`src/rtl/gear_shift_pkg.sv`:
```
// gear_shift_pkg: shared types and default constants for the gear shift controller.
//   gs_state_t   : controller state encoding (OFF, IDLE, DRIVE, COOL)
//   *_DEF        : default parameter values used by gear_shift_ctrl and gs_hold_cnt
package gear_shift_pkg;

  typedef enum logic [1:0] {
    OFF,
    IDLE,
    DRIVE,
    COOL
  } gs_state_t;

  localparam int unsigned RPM_W_DEF     = 8;
  localparam int unsigned NUM_GEARS_DEF = 5;
  localparam int unsigned UP_TH_DEF     = 200;
  localparam int unsigned DN_TH_DEF     = 80;
  localparam int unsigned HOLD_CYC_DEF  = 4;
  localparam int unsigned COOL_CYC_DEF  = 8;

endpackage

```
`src/rtl/gs_hold_cnt.sv`:
```
// gs_hold_cnt: saturating count of consecutive qualifying samples.
//   clk   in  clock, rising edge
//   reset in  asynchronous active-low reset
//   qual  in  current sample qualifies; a non-qualifying sample empties the count
//   clr   in  restart the run: earlier samples are discarded, this one still counts if qual
//   done  out this sample is the HOLD_CYC-th (or later) consecutive qualifying one
module gs_hold_cnt
  import gear_shift_pkg::*;
#(
  parameter int unsigned HOLD_CYC = HOLD_CYC_DEF
) (
  input  logic clk,
  input  logic reset,
  input  logic qual,
  input  logic clr,
  output logic done
);

  localparam int unsigned CW = $clog2(HOLD_CYC + 1);

  logic [CW-1:0] cnt;
  logic [CW-1:0] base;

  always_comb begin
    base = clr ? '0 : cnt;
    done = qual && (base >= CW'(HOLD_CYC - 1));
  end

  always_ff @(posedge clk or negedge reset) begin
    if (!reset) begin
      cnt <= '0;
    end else if (!qual) begin
      cnt <= '0;
    end else if (base != CW'(HOLD_CYC)) begin
      cnt <= base + 1'b1;
    end else begin
      cnt <= base;
    end
  end

endmodule

```
`src/rtl/gear_shift_ctrl.sv`:
```
// gear_shift_ctrl: automatic gearbox controller with hold filter and post-shift cooldown.
//   clk      in  clock, rising edge
//   reset    in  asynchronous active-low reset
//   A        in  ignition (1 = on)
//   rpm      in  engine rpm, sampled every edge
//   kick     in  kickdown request (only when GEAR_SHIFT_KICKDOWN_EN is defined)
//   gear     out current gear, 0 = neutral
//   AC       out engine running
//   shift_up out one-cycle upshift pulse
//   shift_dn out one-cycle downshift pulse
//   busy     out high while cooling down after a shift
// Build option: define GEAR_SHIFT_KICKDOWN_EN to add the kick port and kickdown logic.
module gear_shift_ctrl
  import gear_shift_pkg::*;
#(
  parameter int unsigned RPM_W     = RPM_W_DEF,
  parameter int unsigned NUM_GEARS = NUM_GEARS_DEF,
  parameter int unsigned UP_TH     = UP_TH_DEF,
  parameter int unsigned DN_TH     = DN_TH_DEF,
  parameter int unsigned HOLD_CYC  = HOLD_CYC_DEF,
  parameter int unsigned COOL_CYC  = COOL_CYC_DEF
) (
  input  logic             clk,
  input  logic             reset,
  input  logic             A,
  input  logic [RPM_W-1:0] rpm,
`ifdef GEAR_SHIFT_KICKDOWN_EN
  input  logic             kick,
`endif
  output logic [3:0]       gear,
  output logic             AC,
  output logic             shift_up,
  output logic             shift_dn,
  output logic             busy
);

  if (NUM_GEARS < 2 || NUM_GEARS > 15) begin : g_bad_num_gears
    $error("gear_shift_ctrl: NUM_GEARS must be in 2..15");
  end
  if (DN_TH >= UP_TH) begin : g_bad_thresholds
    $error("gear_shift_ctrl: DN_TH must be below UP_TH");
  end
  if (HOLD_CYC < 1 || COOL_CYC < 1) begin : g_bad_cycles
    $error("gear_shift_ctrl: HOLD_CYC and COOL_CYC must be at least 1");
  end

  localparam int unsigned CCW = $clog2(COOL_CYC + 1);
  localparam logic [3:0]  NG4 = 4'(NUM_GEARS);

  gs_state_t      state, state_n;
  logic [3:0]     gear_n;
  logic           up_n, dn_n;
  logic [CCW-1:0] cool_q, cool_n;
  logic           up_cond, dn_cond, qual, dir_up, clr, done;
  logic           prev_up, prev_dn;

  // Direction memory lets a sample that reverses direction restart the run
  // instead of extending the opposite one.
  always_comb begin
    up_cond = rpm >= RPM_W'(UP_TH);
    dn_cond = rpm < RPM_W'(DN_TH);
    qual    = 1'b0;
    dir_up  = 1'b1;
    if (A) begin
      if (state == IDLE) begin
        qual   = !dn_cond;
        dir_up = 1'b1;
      end else if (state == DRIVE) begin
        qual   = up_cond | dn_cond;
        dir_up = up_cond;
      end
    end
    clr = qual & ((dir_up & prev_dn) | (!dir_up & prev_up));
  end

  gs_hold_cnt #(
    .HOLD_CYC(HOLD_CYC)
  ) u_hold (
    .clk  (clk),
    .reset(reset),
    .qual (qual),
    .clr  (clr),
    .done (done)
  );

  always_comb begin
    state_n = state;
    gear_n  = gear;
    up_n    = 1'b0;
    dn_n    = 1'b0;
    cool_n  = cool_q;
    if (!A) begin
      state_n = OFF;
      gear_n  = '0;
      cool_n  = '0;
    end else begin
      unique case (state)
        OFF: state_n = IDLE;
        IDLE: begin
          if (done) begin
            gear_n  = 4'd1;
            up_n    = 1'b1;
            state_n = COOL;
            cool_n  = '0;
          end
        end
        DRIVE: begin
`ifdef GEAR_SHIFT_KICKDOWN_EN
          if (kick && gear >= 4'd3) begin
            gear_n  = gear - 4'd2;
            dn_n    = 1'b1;
            state_n = COOL;
            cool_n  = '0;
          end else
`endif
          if (done && dir_up) begin
            if (gear < NG4) begin
              gear_n  = gear + 4'd1;
              up_n    = 1'b1;
              state_n = COOL;
              cool_n  = '0;
            end
          end else if (done) begin
            gear_n  = gear - 4'd1;
            dn_n    = 1'b1;
            state_n = (gear == 4'd1) ? IDLE : COOL;
            cool_n  = '0;
          end
        end
        COOL: begin
          if (cool_q == CCW'(COOL_CYC - 1)) begin
            state_n = DRIVE;
            cool_n  = '0;
          end else begin
            cool_n = cool_q + 1'b1;
          end
        end
        default: state_n = OFF;
      endcase
    end
  end

  always_ff @(posedge clk or negedge reset) begin
    if (!reset) begin
      state    <= OFF;
      gear     <= '0;
      AC       <= 1'b0;
      shift_up <= 1'b0;
      shift_dn <= 1'b0;
      busy     <= 1'b0;
      cool_q   <= '0;
      prev_up  <= 1'b0;
      prev_dn  <= 1'b0;
    end else begin
      state    <= state_n;
      gear     <= gear_n;
      AC       <= (state_n != OFF);
      shift_up <= up_n;
      shift_dn <= dn_n;
      busy     <= (state_n == COOL);
      cool_q   <= cool_n;
      prev_up  <= qual & dir_up;
      prev_dn  <= qual & !dir_up;
    end
  end

endmodule
```
`config.mk`:
```
export PLATFORM = sky130hd
export DESIGN_NAME = gear_shift_ctrl
export DESIGN_NICKNAME = d
export VERILOG_FILES = /design/src/rtl/gear_shift_pkg.sv /design/src/rtl/gs_hold_cnt.sv /design/src/rtl/gear_shift_ctrl.sv
export SDC_FILE = /design/constraint.sdc
export NUM_CORES = 1
export LEC_CHECK = 0
export BUFFER_PORTS_ARGS = -buffer_cell sky130_fd_sc_hd__buf_2
export CORE_MARGIN = 5
export CORE_UTILIZATION = 50
export CTS_CLUSTER_DIAMETER = 100
export DETAILED_ROUTE_END_ITERATION = 7
export GPL_ROUTABILITY_DRIVEN = 0
export GPL_TIMING_DRIVEN = 0
export PLACE_DENSITY = 0.74
export SLEW_MARGIN = 30
export SYNTH_ARGS = -nofsm -noshare
export SYNTH_HDL_FRONTEND = slang
export SYNTH_SLANG_ARGS = --single-unit
```
`constraint.sdc`:
```
create_clock -name clk -period 3.27 [get_ports clk]
set_input_delay 0.654 -clock clk [delete_from_list [all_inputs] [get_ports clk]]
set_output_delay 0.654 -clock clk [all_outputs]
set_load 0.1 [all_outputs]
```
==> out/qor.yml <==
via_per_inst: 5.84
switchingPower_uw: 130
wl_mm: 3.41
dp.cells: 189
post-route-cell-area_um2: 1810
power_uw: 442
antennaDiodeCount: 0
pwr-share-comb_pct: 16.9
grt_max_degree: 20
slew_headroom_pct: 54.9
ir_drop_mv: 0.264
skew_ps: 2.21
post-route-min-period_ps: 3180
cp_slowest_stage_delay_ps: 430
cp.arrival_ps: 3380
core_area_um2: 2690
setup_viol_count_final: 0
ys_seq_elements: 19
cts_hold_buf: 0
grt-ovfl-total: 0
fp.dieArea_um2: 3910
p_leak_nw: 0.830
reg2regPathDepth: 17
final-hold-violation-count: 0
drt_iter0_drc: 54
slew_violations: 0
avgRoutedWirePerCell_um: 16.1
ant_nets: 0
dieWidth_um: 62.5
internal_power_uw: 312
start_kind: "flop"
io_pins: 19
synthCells: 143
mappedNetlistNets: 167
cts_tree: "built"
critPathSlowestCell: "dfrtp_1"
seqPwrFrac_pct: 54.5
drc_errors: 0
hpwl_mm: 2.24
worst_pin_slew_ps: 677
grt_pass1_wl_mm: 5.66
utilization_pct: 67.4
final_cell_mix: "buf_4, dfrtp_1, buf_2"
drive_above_1_share_pct: 40.9
period_share_pct: 97.2
synth_edf_count: 0
path_delay_family: "simple AND/OR/NAND/NOR gates"
die_y_um: 62.5
switching_share_pct: 29.4
nets: 206
grt_pass1_vias: 1310
cts.path.max_buffers: 2
synth_area_um2: 1380
path_buf_inv: 5
area_growth_pct: 31.4
track_usage_pct: 18.0
fmax_ghz: 0.315
crit_type: "reg -> reg"
yosys_warnings: 0
pwr-share-clk_pct: 28.5
clk_pin_slew_worst_paths_ps: 110
cts_root_buffer: "clkbuf_4"
yosys.area.top_type: "dfrtp_1"
worst_path_most_repeated_cell: "inv_2"
p_per_area_nw_per_um2: 244
io_buffers: 15
yosysTopAreaCellShare_pct: 34.5
crit_fanout: 7
ys_seq_area_share_pct: 34.5
firstDrtPassIters: 4
final.fill_count: 205
start_util_pct: 51.3
numCtsBuffers: 3
status: "completed"
min_path_type: "in -> async"
via_count: 1238
final_common_cell: "buf_4"
cp.required_ps: 3470
worstSetupPathDepth: 17
clock_sinks: 19
ys_async_sr_fraction_pct: 100
grt_antenna_before_repair: 0
crit_chain: "inv_2 -> ha_2 -> buf_6 -> nor3b_4 -> nand2_2 -> nand3_2 -> nand2_4 -> o21ai_4 -> inv_2 -> ha_4 -> inv_2 -> ha_4 -> and2b_2 -> buf_4 -> a311oi_2 -> o22ai_2 -> or2_2"
synthFlopType: "dfrtp_1"
synthTopCellsByArea: "dfrtp_1, ha_1, o21ai_0"
ys_types: 50
placed_cell_area_um2: 1510
clk_latency_ps: 310
end_kind: "flop"
avgSynthCellArea_um2: 9.63
htree_levels: 1
rows: 19
final_cells: 212
maxCapViolCount: 0
==> cell families after synthesis <==
group / after synthesis / share of synthesized area, %
compound gates: 47 / 26.2
simple gates: 43 / 17.0
flops: 19 / 34.5
buf+inv: 13 / 4.63
fa+ha+maj: 13 / 11.8
mux: 6 / 4.54
xor+xnor: 2 / 1.27
==> sequential cells by signal, indices dropped and copies added (netlist names) <==
register	flops
gear	4
busy	1
cool_q	4
AC	1
prev_up	1
u_hold.cnt	3
state	2
prev_dn	1
shift_dn	1
shift_up	1
==> final timing paths <==
check	slack, ps	end	start
hold reg to reg	550	cool_q[0]$_DFFE_PN0P_	cool_q[0]$_DFFE_PN0P_
hold / removal	270	u_hold.cnt[0]$_DFF_PN0_	reset
setup reg to reg	90	AC$_DFF_PN0_	state[0]$_DFF_PN0_
setup / recovery	90	AC$_DFF_PN0_	state[0]$_DFF_PN0_
max in group asynchronous	2710	gear[2]$_DFFE_PN0P_	reset
min in group clk	550	cool_q[0]$_DFFE_PN0P_	cool_q[0]$_DFFE_PN0P_
==> per-stage QoR <==
step	worst slack [ps]	setup TNS [ps]	hold WS, ps
final	90.9	0	266
after global routing	-28.7	-30.8	285
after detailed placement	-358	-1400	526
after CTS	8.19	0	271
after global placement	-299	-819	503
after floorplan	14.6	0	358
==> layer usage <==
layer / global-route usage, % / routed length, um / part of all wire (%)
met5: 0 / 0 / 0
met3: 3.42 / 173 / 5.1
met4: 11.4 / 93 / 2.7
met2: 31.1 / 1720 / 50
met1: 19.9 / 1430 / 42
==> area by class of cell <==
type | instances | area [um^2] | share of cell area [%]
Multi-Input combinational cell | 111 | 981 | 54.2
Clock buffer | 3 | 22.5 | 1.24
Inverter | 10 | 37.5 | 2.07
Buffer | 3 | 30.0 | 1.66
Sequential cell | 19 | 475 | 26.3
Clock inverter | 1 | 7.51 | 0.415
Tap cell | 31 | 38.8 | 2.14
Timing Repair Buffer | 34 | 218 | 12.0
==> synth_stat cells, types with 3 or more instances <==
library cell	number
mux2i_1	4
ha_1	13
nand2_1	12
nand2b_1	4
nor2_1	4
a21oi_1	9
o31ai_1	3
inv_1	10
dfrtp_1	19
nand3_1	6
o21ai_0	11
==> timing repair <==
action / CTS / global route
cloned: 0 / 0
buffers inserted: 11 / 8
hold endpoints to repair: 0 / 0
setup endpoints to repair: 6 / 10
gates resized for setup: 11 / 21
pin swaps: 6 / 6
==> power groups by stage <==
stage | Sequential (mW) | Combinational, mW | Clock, mW
floorplan | 0.252 | 0.0305 | 0
global placement | 0.245 | 0.0573 | 0
detailed placement | 0.245 | 0.0590 | 0
CTS | 0.241 | 0.0653 | 0.128
global route | 0.242 | 0.0803 | 0.137
finish | 0.241 | 0.0748 | 0.126
No activity file was read; power rests on OpenSTA's default activity.
